`src/rtl/pwm_gen.sv`:
```
// pwm_gen: PWM generator core with double-buffered period/duty.
//   Period/duty written via load land in pending registers and move to the active
//   registers only on a period boundary (or straight away while idle), so the pin
//   never shows a runt or glitch pulse.
// Ports:
//   clk, rst      clock and synchronous active-high reset
//   en            run enable (level)
//   load          strobe: capture period/duty into the pending registers
//   period, duty  requested period and high time, in clk cycles
//   clr_done      strobe: clear done_flag
//   pwmout        registered PWM pin
//   cycle_done    pulse on the last cycle of every period
//   done_flag     sticky copy of cycle_done
//   busy          high while the generator is running
module pwm_gen #(
  parameter int unsigned     WIDTH    = 32,
  parameter logic [WIDTH-1:0] RST_PER  = '0,
  parameter logic [WIDTH-1:0] RST_DUTY = '0
) (
  input  logic             clk,
  input  logic             rst,
  input  logic             en,
  input  logic             load,
  input  logic [WIDTH-1:0] period,
  input  logic [WIDTH-1:0] duty,
  input  logic             clr_done,
  output logic             pwmout,
  output logic             cycle_done,
  output logic             done_flag,
  output logic             busy
);

  typedef enum logic {
    IDLE = 1'b0,
    RUN  = 1'b1
  } state_e;

  state_e           state_q, state_d;
  logic [WIDTH-1:0] cnt_q, cnt_d;
  logic [WIDTH-1:0] per_act_q, per_act_d;
  logic [WIDTH-1:0] duty_act_q, duty_act_d;
  logic [WIDTH-1:0] pend_per_q, pend_per_d;
  logic [WIDTH-1:0] pend_duty_q, pend_duty_d;
  logic             pend_valid_q, pend_valid_d;
  logic             pwmout_q, pwmout_d;
  logic             cycle_done_q, cycle_done_d;
  logic             done_flag_q, done_flag_d;
  logic             busy_q, busy_d;
  logic             xfer;
  logic             per_last;

  // State and datapath registers
  always_ff @(posedge clk) begin
    if (rst) begin
      state_q      <= IDLE;
      cnt_q        <= '0;
      per_act_q    <= RST_PER;
      duty_act_q   <= RST_DUTY;
      pend_per_q   <= '0;
      pend_duty_q  <= '0;
      pend_valid_q <= 1'b0;
      pwmout_q     <= 1'b0;
      cycle_done_q <= 1'b0;
      done_flag_q  <= 1'b0;
      busy_q       <= 1'b0;
    end else begin
      state_q      <= state_d;
      cnt_q        <= cnt_d;
      per_act_q    <= per_act_d;
      duty_act_q   <= duty_act_d;
      pend_per_q   <= pend_per_d;
      pend_duty_q  <= pend_duty_d;
      pend_valid_q <= pend_valid_d;
      pwmout_q     <= pwmout_d;
      cycle_done_q <= cycle_done_d;
      done_flag_q  <= done_flag_d;
      busy_q       <= busy_d;
    end
  end

  // Next-state, buffer transfer and registered-output computation
  always_comb begin
    state_d      = state_q;
    cnt_d        = cnt_q;
    per_act_d    = per_act_q;
    duty_act_d   = duty_act_q;
    pend_per_d   = pend_per_q;
    pend_duty_d  = pend_duty_q;
    pend_valid_d = pend_valid_q;
    xfer         = 1'b0;
    // RUN is only entered with per_act_q != 0, so the subtraction cannot wrap there
    per_last     = (cnt_q == (per_act_q - WIDTH'(1)));

    unique case (state_q)
      IDLE: begin
        cnt_d = '0;
        if (pend_valid_q) begin
          xfer       = 1'b1;
          per_act_d  = pend_per_q;
          duty_act_d = pend_duty_q;
        end
        if (en && (per_act_d != '0)) begin
          state_d = RUN;
        end
      end
      RUN: begin
        if (!en) begin
          // Abandon the period: no completion, no transfer
          state_d = IDLE;
          cnt_d   = '0;
        end else if (per_last) begin
          cnt_d = '0;
          if (pend_valid_q) begin
            xfer       = 1'b1;
            per_act_d  = pend_per_q;
            duty_act_d = pend_duty_q;
          end
          if (per_act_d == '0) begin
            state_d = IDLE;
          end
        end else begin
          cnt_d = cnt_q + WIDTH'(1);
        end
      end
      default: begin
        state_d = IDLE;
        cnt_d   = '0;
      end
    endcase

    // A load on the transfer edge becomes the new pending value
    if (xfer) begin
      pend_valid_d = 1'b0;
    end
    if (load) begin
      pend_per_d   = period;
      pend_duty_d  = duty;
      pend_valid_d = 1'b1;
    end

    // Outputs describe the cycle that starts at the coming edge
    busy_d       = (state_d == RUN);
    pwmout_d     = (state_d == RUN) && (cnt_d < duty_act_d);
    cycle_done_d = (state_d == RUN) && (cnt_d == (per_act_d - WIDTH'(1)));
    // Set from the visible cycle_done takes priority over clear
    done_flag_d  = cycle_done_q || (done_flag_q && !clr_done);
  end

  assign pwmout     = pwmout_q;
  assign cycle_done = cycle_done_q;
  assign done_flag  = done_flag_q;
  assign busy       = busy_q;

endmodule

```
`config.mk`:
```
export PLATFORM = sky130hd
export DESIGN_NAME = pwm_gen
export DESIGN_NICKNAME = d
export VERILOG_FILES = /design/src/rtl/pwm_gen.sv
export SDC_FILE = /design/constraint.sdc
export NUM_CORES = 1
export LEC_CHECK = 0
export BUFFER_PORTS_ARGS = -buffer_cell sky130_fd_sc_hd__buf_2
export CORE_MARGIN = 2
export CORE_UTILIZATION = 60
export DETAILED_ROUTE_END_ITERATION = 6
export GPL_ROUTABILITY_DRIVEN = 0
export PLACE_DENSITY = 0.85
export SLEW_MARGIN = 10
export SYNTH_ARGS = -nofsm -noshare
export SYNTH_HDL_FRONTEND = slang
export SYNTH_SLANG_ARGS = --single-unit
export TNS_END_PERCENT = 20
```
`constraint.sdc`:
```
create_clock -name clk -period 6.15 [get_ports clk]
set_input_delay 0 -clock clk [delete_from_list [all_inputs] [get_ports clk]]
set_output_delay 0 -clock clk [all_outputs]
set_load 0.02 [all_outputs]
```
Word-level counts from Yosys, hierarchy flattened
Index checks and enable logic that the tools add are counted.
{"block": "word_totals", "ff_bits": 165, "word_cells": 52}
{"block": "classes", "bitwise": 1, "n_reduce_logical": 9, "addsub": 3, "mux": 26, "n_lt_le_gt_ge": 1, "eq_ne": 2}
{"cell": "two-way mux 32 bit", "count": 12}
{"cell": "case mux 32 bit (2 select lines)", "count": 3}
{"cell": "== test 32 bit", "count": 2}
{"cell": "subtractor 32 x 1 -> 32 bit, second input constant", "count": 2}
{"cell": "adder 32 x 1 -> 32 bit, second input constant", "count": 1}
{"cell": "zero test 32 bit", "count": 1}
{"cell": "< comparator 32 bit", "count": 1}
{"cell": "nonzero test 32 bit", "count": 1}
{"cell": "two-way mux 1 bit", "count": 9}
{"cell": "logical AND 1 bit", "count": 4}
{"cell": "case mux 1 bit (2 select lines)", "count": 2}
{"cell": "nonzero test 2 bit", "count": 1}
{"cell": "zero test 1 bit", "count": 1}
{"cell": "logical OR 1 bit", "count": 1}
{"cell": "NOT 1 bit", "count": 1}

Logic depth before layout (Yosys ltp)
{"block": "logic_depth", "ltp_word": 11, "mapped_depth": 28, "ltp_nobuf": 22}

Worst setup path before layout
No wires, ideal clock.
{"block": "synth_timing", "kind": "register to register", "start": "register per_act_q[0]", "end": "register pwmout_q, in the netlist pwmout", "required_time_ns": 6.076, "path_stages_with_launch": 29, "t_arrival_ns": 5.292, "setup_ns": 0.074, "path_slack_ns": 0.784, "cell_sequence": "dfxtp_1 -> inv_1 -> ha_1 -> buf_2 -> or4b_1 -> or4_1 -> xor2_1 -> o2111ai_2 -> nor4_1 -> and4_1 -> buf_4 -> nor2_4 -> buf_6 -> buf_4 -> buf_2 -> buf_2 -> mux2i_1 -> ha_1 -> a21oi_1 -> nor2b_1 -> o21ai_0 -> nand2b_1 -> a21oi_1 -> nor2b_1 -> o21ai_0 -> nand2b_1 -> a21oi_1 -> o311ai_0 -> a31oi_1"}
{"block": "synth_via", "elab_chain_cells": 10, "elab_cells_between_ends": 23, "cone_classes": "add/sub (1); order compare (1); eq/ne (1); mux (16); reduce/logical (4)"}
{"item": "start, declared", "line_no": "40", "rtl": "logic [WIDTH-1:0] per_act_q, per_act_d;"}
{"item": "start signal, assigned", "line_no": "69", "rtl": "per_act_q <= per_act_d;"}
{"item": "branches (longest 9 deep; another with subtractor 32 x 1 -> 32 bit)"}
{"item": "logical AND 1 bit (*)", "line_no": "143", "rtl": "pwmout_d = (state_d == RUN) && (cnt_d < duty_act_d);"}
{"item": "end signal, assigned", "line_no": "74", "rtl": "pwmout_q <= pwmout_d;"}
{"item": "end, declared", "line_no": "45", "rtl": "logic pwmout_q, pwmout_d;"}
Every way passes the cells marked *. The select of a mux whose other input is x is not followed.
A chain may end at the register's enable or synchronous reset.

Worst setup path after layout
{"block": "layout_timing", "start": "register per_act_q[0]", "end": "register cycle_done_q, in the netlist cycle_done"}
{"block": "layout_via", "elab_chain_cells": 10, "elab_cells_between_ends": 24, "cone_classes": "add/sub (2); eq/ne (2); mux (16); reduce/logical (4)"}
{"item": "branches (longest 9 deep; another with subtractor 32 x 1 -> 32 bit)"}
{"item": "logical AND 1 bit (*)", "line_no": "144", "rtl": "cycle_done_d = (state_d == RUN) && (cnt_d == (per_act_d - WIDTH'(1)));"}
{"item": "end signal, assigned", "line_no": "75", "rtl": "cycle_done_q <= cycle_done_d;"}
{"item": "end, declared", "line_no": "46", "rtl": "logic cycle_done_q, cycle_done_d;"}
Marked as above.

==> results.md <==
- The die covers 17,500 sq um.
- The critical path buffer and inverter count is 4.
- In this run the critical register-to-register path is captured at cycle_done.
- The vertical die dimension is 132 um.
- Final hold analysis gives a worst-case slack of 106 ps.
- The worst hold path begins at rst.
- TritonCTS built the clock tree.
- Measured in cells, the most critical reg-to-reg path has a length of 18.
- The post-layout utilization of the core is 0.731.
- The core box area is 16,000 sq um.
- The tightest min-delay check is of the input pin to register type.
- The H-tree was split into 4 levels.
- The most frequent standard cell in the layout excluding fill and tap cells is sky130_fd_sc_hd__nor2_1.
- The checks that failed: DRC.
- Among all flip-flop cells after synthesis, the most frequent one is sky130_fd_sc_hd__dfxtp_1.
- The count of nets left with antenna violations once routing finished came out at 0.
- Registers take 3300 sq um.
- The die boundary width is 132 um.
- In this run, synthesis produced a sequential element count of 165.
- The post-synthesis average cell area is 8.54 sq um.
- The count of yosys warnings during synthesis is 0.
- The total grt overflow is 0.
- The final number of hold-violating endpoints came to 0.
- The type of the worst setup path is register to register.
- The flop-to-flop setup slack is 510 ps.
- For this run, the detailed router's first-pass iteration total came to 7.
- Of the synthesized area, sequential elements account for 0.334.
- After clock tree synthesis, the clock-pin slew on the worst setup and hold paths is 70 ps.
- The delay contributed by the slowest stage of the critical path is 610 ps.
- Counting every instance in the synthesized netlist gives 1,157.
- After synthesis the cells add up to 9880 sq um.
- The via count of the first global-routing pass is 9,176.
- The final layout contains 1,371 nets.
- The count of standard-cell rows is 46.
- The arrival time of data at the critical path endpoint is 6020 ps.
- Fill cells in the final layout number 1,145.
- In the routed layout, each cell is associated on average with a via count of 6.39.
- Wires add up to 29,000 um.
- After detailed routing, the number of remaining DRC violations is 22.
- The antenna diode count is 0.
- The routed layout has 9,567 vias.
- The number of buffers on the longest clock path is 2.
- In the finished design, the share of the clock period the worst path needs comes to 0.917.
- The element type at the critical path end is a register.
- The clock drives 165 sinks.
- In the final layout, the share of cells above drive strength 1 is 0.119.
- For hold timing, the worst endpoint is duty_act_q[18].
- Dividing the detail-routed wire length by the instance count gives 19.3 um.
- The startpoint of the most critical register-to-register path is per_act_q[0].
- Grouping stages by cell kind, the critical path spends the most delay in simple AND/OR/NAND/NOR gates.
- The fraction of registers with async set or reset after synthesis is 0.
- The worst setup path is launched from a register.
- The synthesized design contains 0 enable-type register cells.
- The buffer type at the clock tree root is sky130_fd_sc_hd__clkbuf_16.
- Setup repair after global routing left no endpoint under its margin.
- For this design the static power due to leakage is 5.20 nW.
- After layout, the minimum clock period comes to 5640 ps.
- The cell type of the slowest stage on the worst timing path is sky130_fd_sc_hd__nor2_4.
- In the layout the commonest cells are sky130_fd_sc_hd__nor2_1, sky130_fd_sc_hd__dfxtp_1, sky130_fd_sc_hd__mux2i_1.
- Across the run, the number of max-cap violations was 0.
- The worst-case IR drop observed on VDD is 229 uV.
- The area taken by multi-input logic gates is 6180 sq um.
- The flow ran to the end, but the final reports show violations.
- The max-slew violation count was 0.
- In this run, CTS created clock tree buffers numbering 17.
- The number of library cell types mapped by synthesis is 83.
- After the first detailed-routing iteration, the DRC count stood at 1,365.
- For the pin with the worst max-slew slack, the measured transition is 988 ps.
- The number of antenna violations at the first check in global routing was 0.
- Buffers placed on the I/O ports in this run total 72.
- The final total negative setup slack is 0 ps.
- The clock latency of the later-clocked register in the worst-skew pair is 440 ps.
- The number of setup buffers added after CTS is 0.
- From synthesis to final layout, the design area changed by 18.3%.
- The number of setup violations in the final report is 0.
- The maximum clock rate is 0.177 GHz.
- The largest fanout of any net on the critical path is 33.
- The aggregate global-route resource usage is 0.331.
- The largest net degree at the start of global routing is 93.
- For the worst setup path, the data required time is 6530 ps.
- The clock skew is 11.6 ps.
- The worst max-slew margin expressed relative to the limit is 0.342.
- Traced cell by cell, the critical path runs through inv_1 -> ha_1 -> or4b_1 -> or4_1 -> xor2_1 -> o2111ai_2 -> nor4_1 -> and4_1 -> buf_4 -> nor2_4 -> buf_12 -> buf_4 -> mux2i_1 -> nand4_1 -> and4b_1 -> o221ai_1 -> nor4_1 -> o2111a_1.
- The starting utilization of the core area is 0.618.
- The HPWL after detailed placement is 19,100 um.
- The count of cells along the worst hold path is 2.
- The synthesized net count is 1,260.
- The total power density per cell area is 239 nW/um^2.
- 73 I/O pins were placed.
- The first global-routing pass estimated 46,500 um of wire.
-- worst max path at each step --
stage	start	end	slack [ps]	cells after the start
6_report	per_act_q[0]	cycle_done	510	18
5_1_grt	per_act_q[0]	cycle_done	140	21
4_1_cts	per_act_q[0]	cycle_done	630	18
3_5_place_dp	per_act_q[0]	cycle_done	660	18
3_3_place_gp	per_act_q[0]	cycle_done	840	18
2_1_floorplan	per_act_q[0]	pwmout	780	28
-- cell families (layout without fill, tap and decap cells) --
family / count (synthesis) / count (layout) / synth area share
xor+xnor: 119 / 119 / 0.110
fa+ha+maj: 34 / 34 / 0.0430
flops: 165 / 165 / 0.334
compound gates: 150 / 150 / 0.104
simple gates: 473 / 473 / 0.240
buf+inv: 91 / 215 / 0.0404
mux: 125 / 125 / 0.128
-- per-layer routing --
| metal | GRT usage | share of wire | wire length, um |
|---|---|---|---|
| met5 | 0 | 0 | 0 |
| met4 | 0.203 | 0.069 | 1980 |
| met3 | 0.0681 | 0.088 | 2540 |
| met2 | 0.550 | 0.47 | 13600 |
| met1 | 0.392 | 0.38 | 10900 |
-- flip-flops by register name (all words and copies together), names as in the netlist --
register and cells:
cnt_q 32, duty_act_q 32, pend_duty_q 32, pend_per_q 32, per_act_q 32, busy 1
cycle_done 1, done_flag 1, pend_valid_q 1, pwmout 1
-- stage by stage --
step                cells  worst slack (ps)  total power, W  cell area (sq um)
floorplan            1157               784         0.00154               9880
global placement     1388               837         0.00166              10300
detailed placement   1388               662         0.00167              10300
CTS                  1497               627         0.00277              11700
global route         1497               139         0.00289              11700
finish               1497               510         0.00280              11700
-- Yosys cell counts, types with 23 or more instances --
master                     instances  share of area
sky130_fd_sc_hd__mux2i_1         122           0.12
sky130_fd_sc_hd__a21oi_1          39          0.020
sky130_fd_sc_hd__nor2_1          198          0.075
sky130_fd_sc_hd__nand2_1          44          0.017
sky130_fd_sc_hd__xnor2_1          66          0.058
sky130_fd_sc_hd__nand3_1          30          0.015
sky130_fd_sc_hd__o21ai_0          26          0.013
sky130_fd_sc_hd__ha_1             34          0.043
sky130_fd_sc_hd__nand4_1          23          0.015
sky130_fd_sc_hd__clkbuf_1         47          0.018
sky130_fd_sc_hd__dfxtp_1         165           0.33
sky130_fd_sc_hd__xor2_1           50          0.044
sky130_fd_sc_hd__nor3_1           58          0.029
-- layout make-up --
class                           count  area share
Tap cell                          216      0.0231
Inverter                           18     0.00578
Timing Repair Buffer              165       0.110
Multi-Input combinational cell    901       0.528
Sequential cell                   165       0.282
Clock buffer                       19      0.0387
Clock inverter                     13      0.0119
-- repair_timing --
| item | in CTS | in global routing |
|---|---|---|
| endpoints found under the setup margin | 0 | 0 |
| hold buffers | 77 | 0 |
| endpoints found under the hold margin | 67 | 0 |
| resized for setup | 0 | 0 |
-- power breakdown --
part	switching [W]	internal, W	total, W	leakage (nW)
sequential	0.0000451	0.00111	0.00115	1.35
clock	0.000484	0.000593	0.00108	0.288
combinational	0.000310	0.000259	0.000569	3.57
Note: power is estimated with default switching activity, not from simulation.
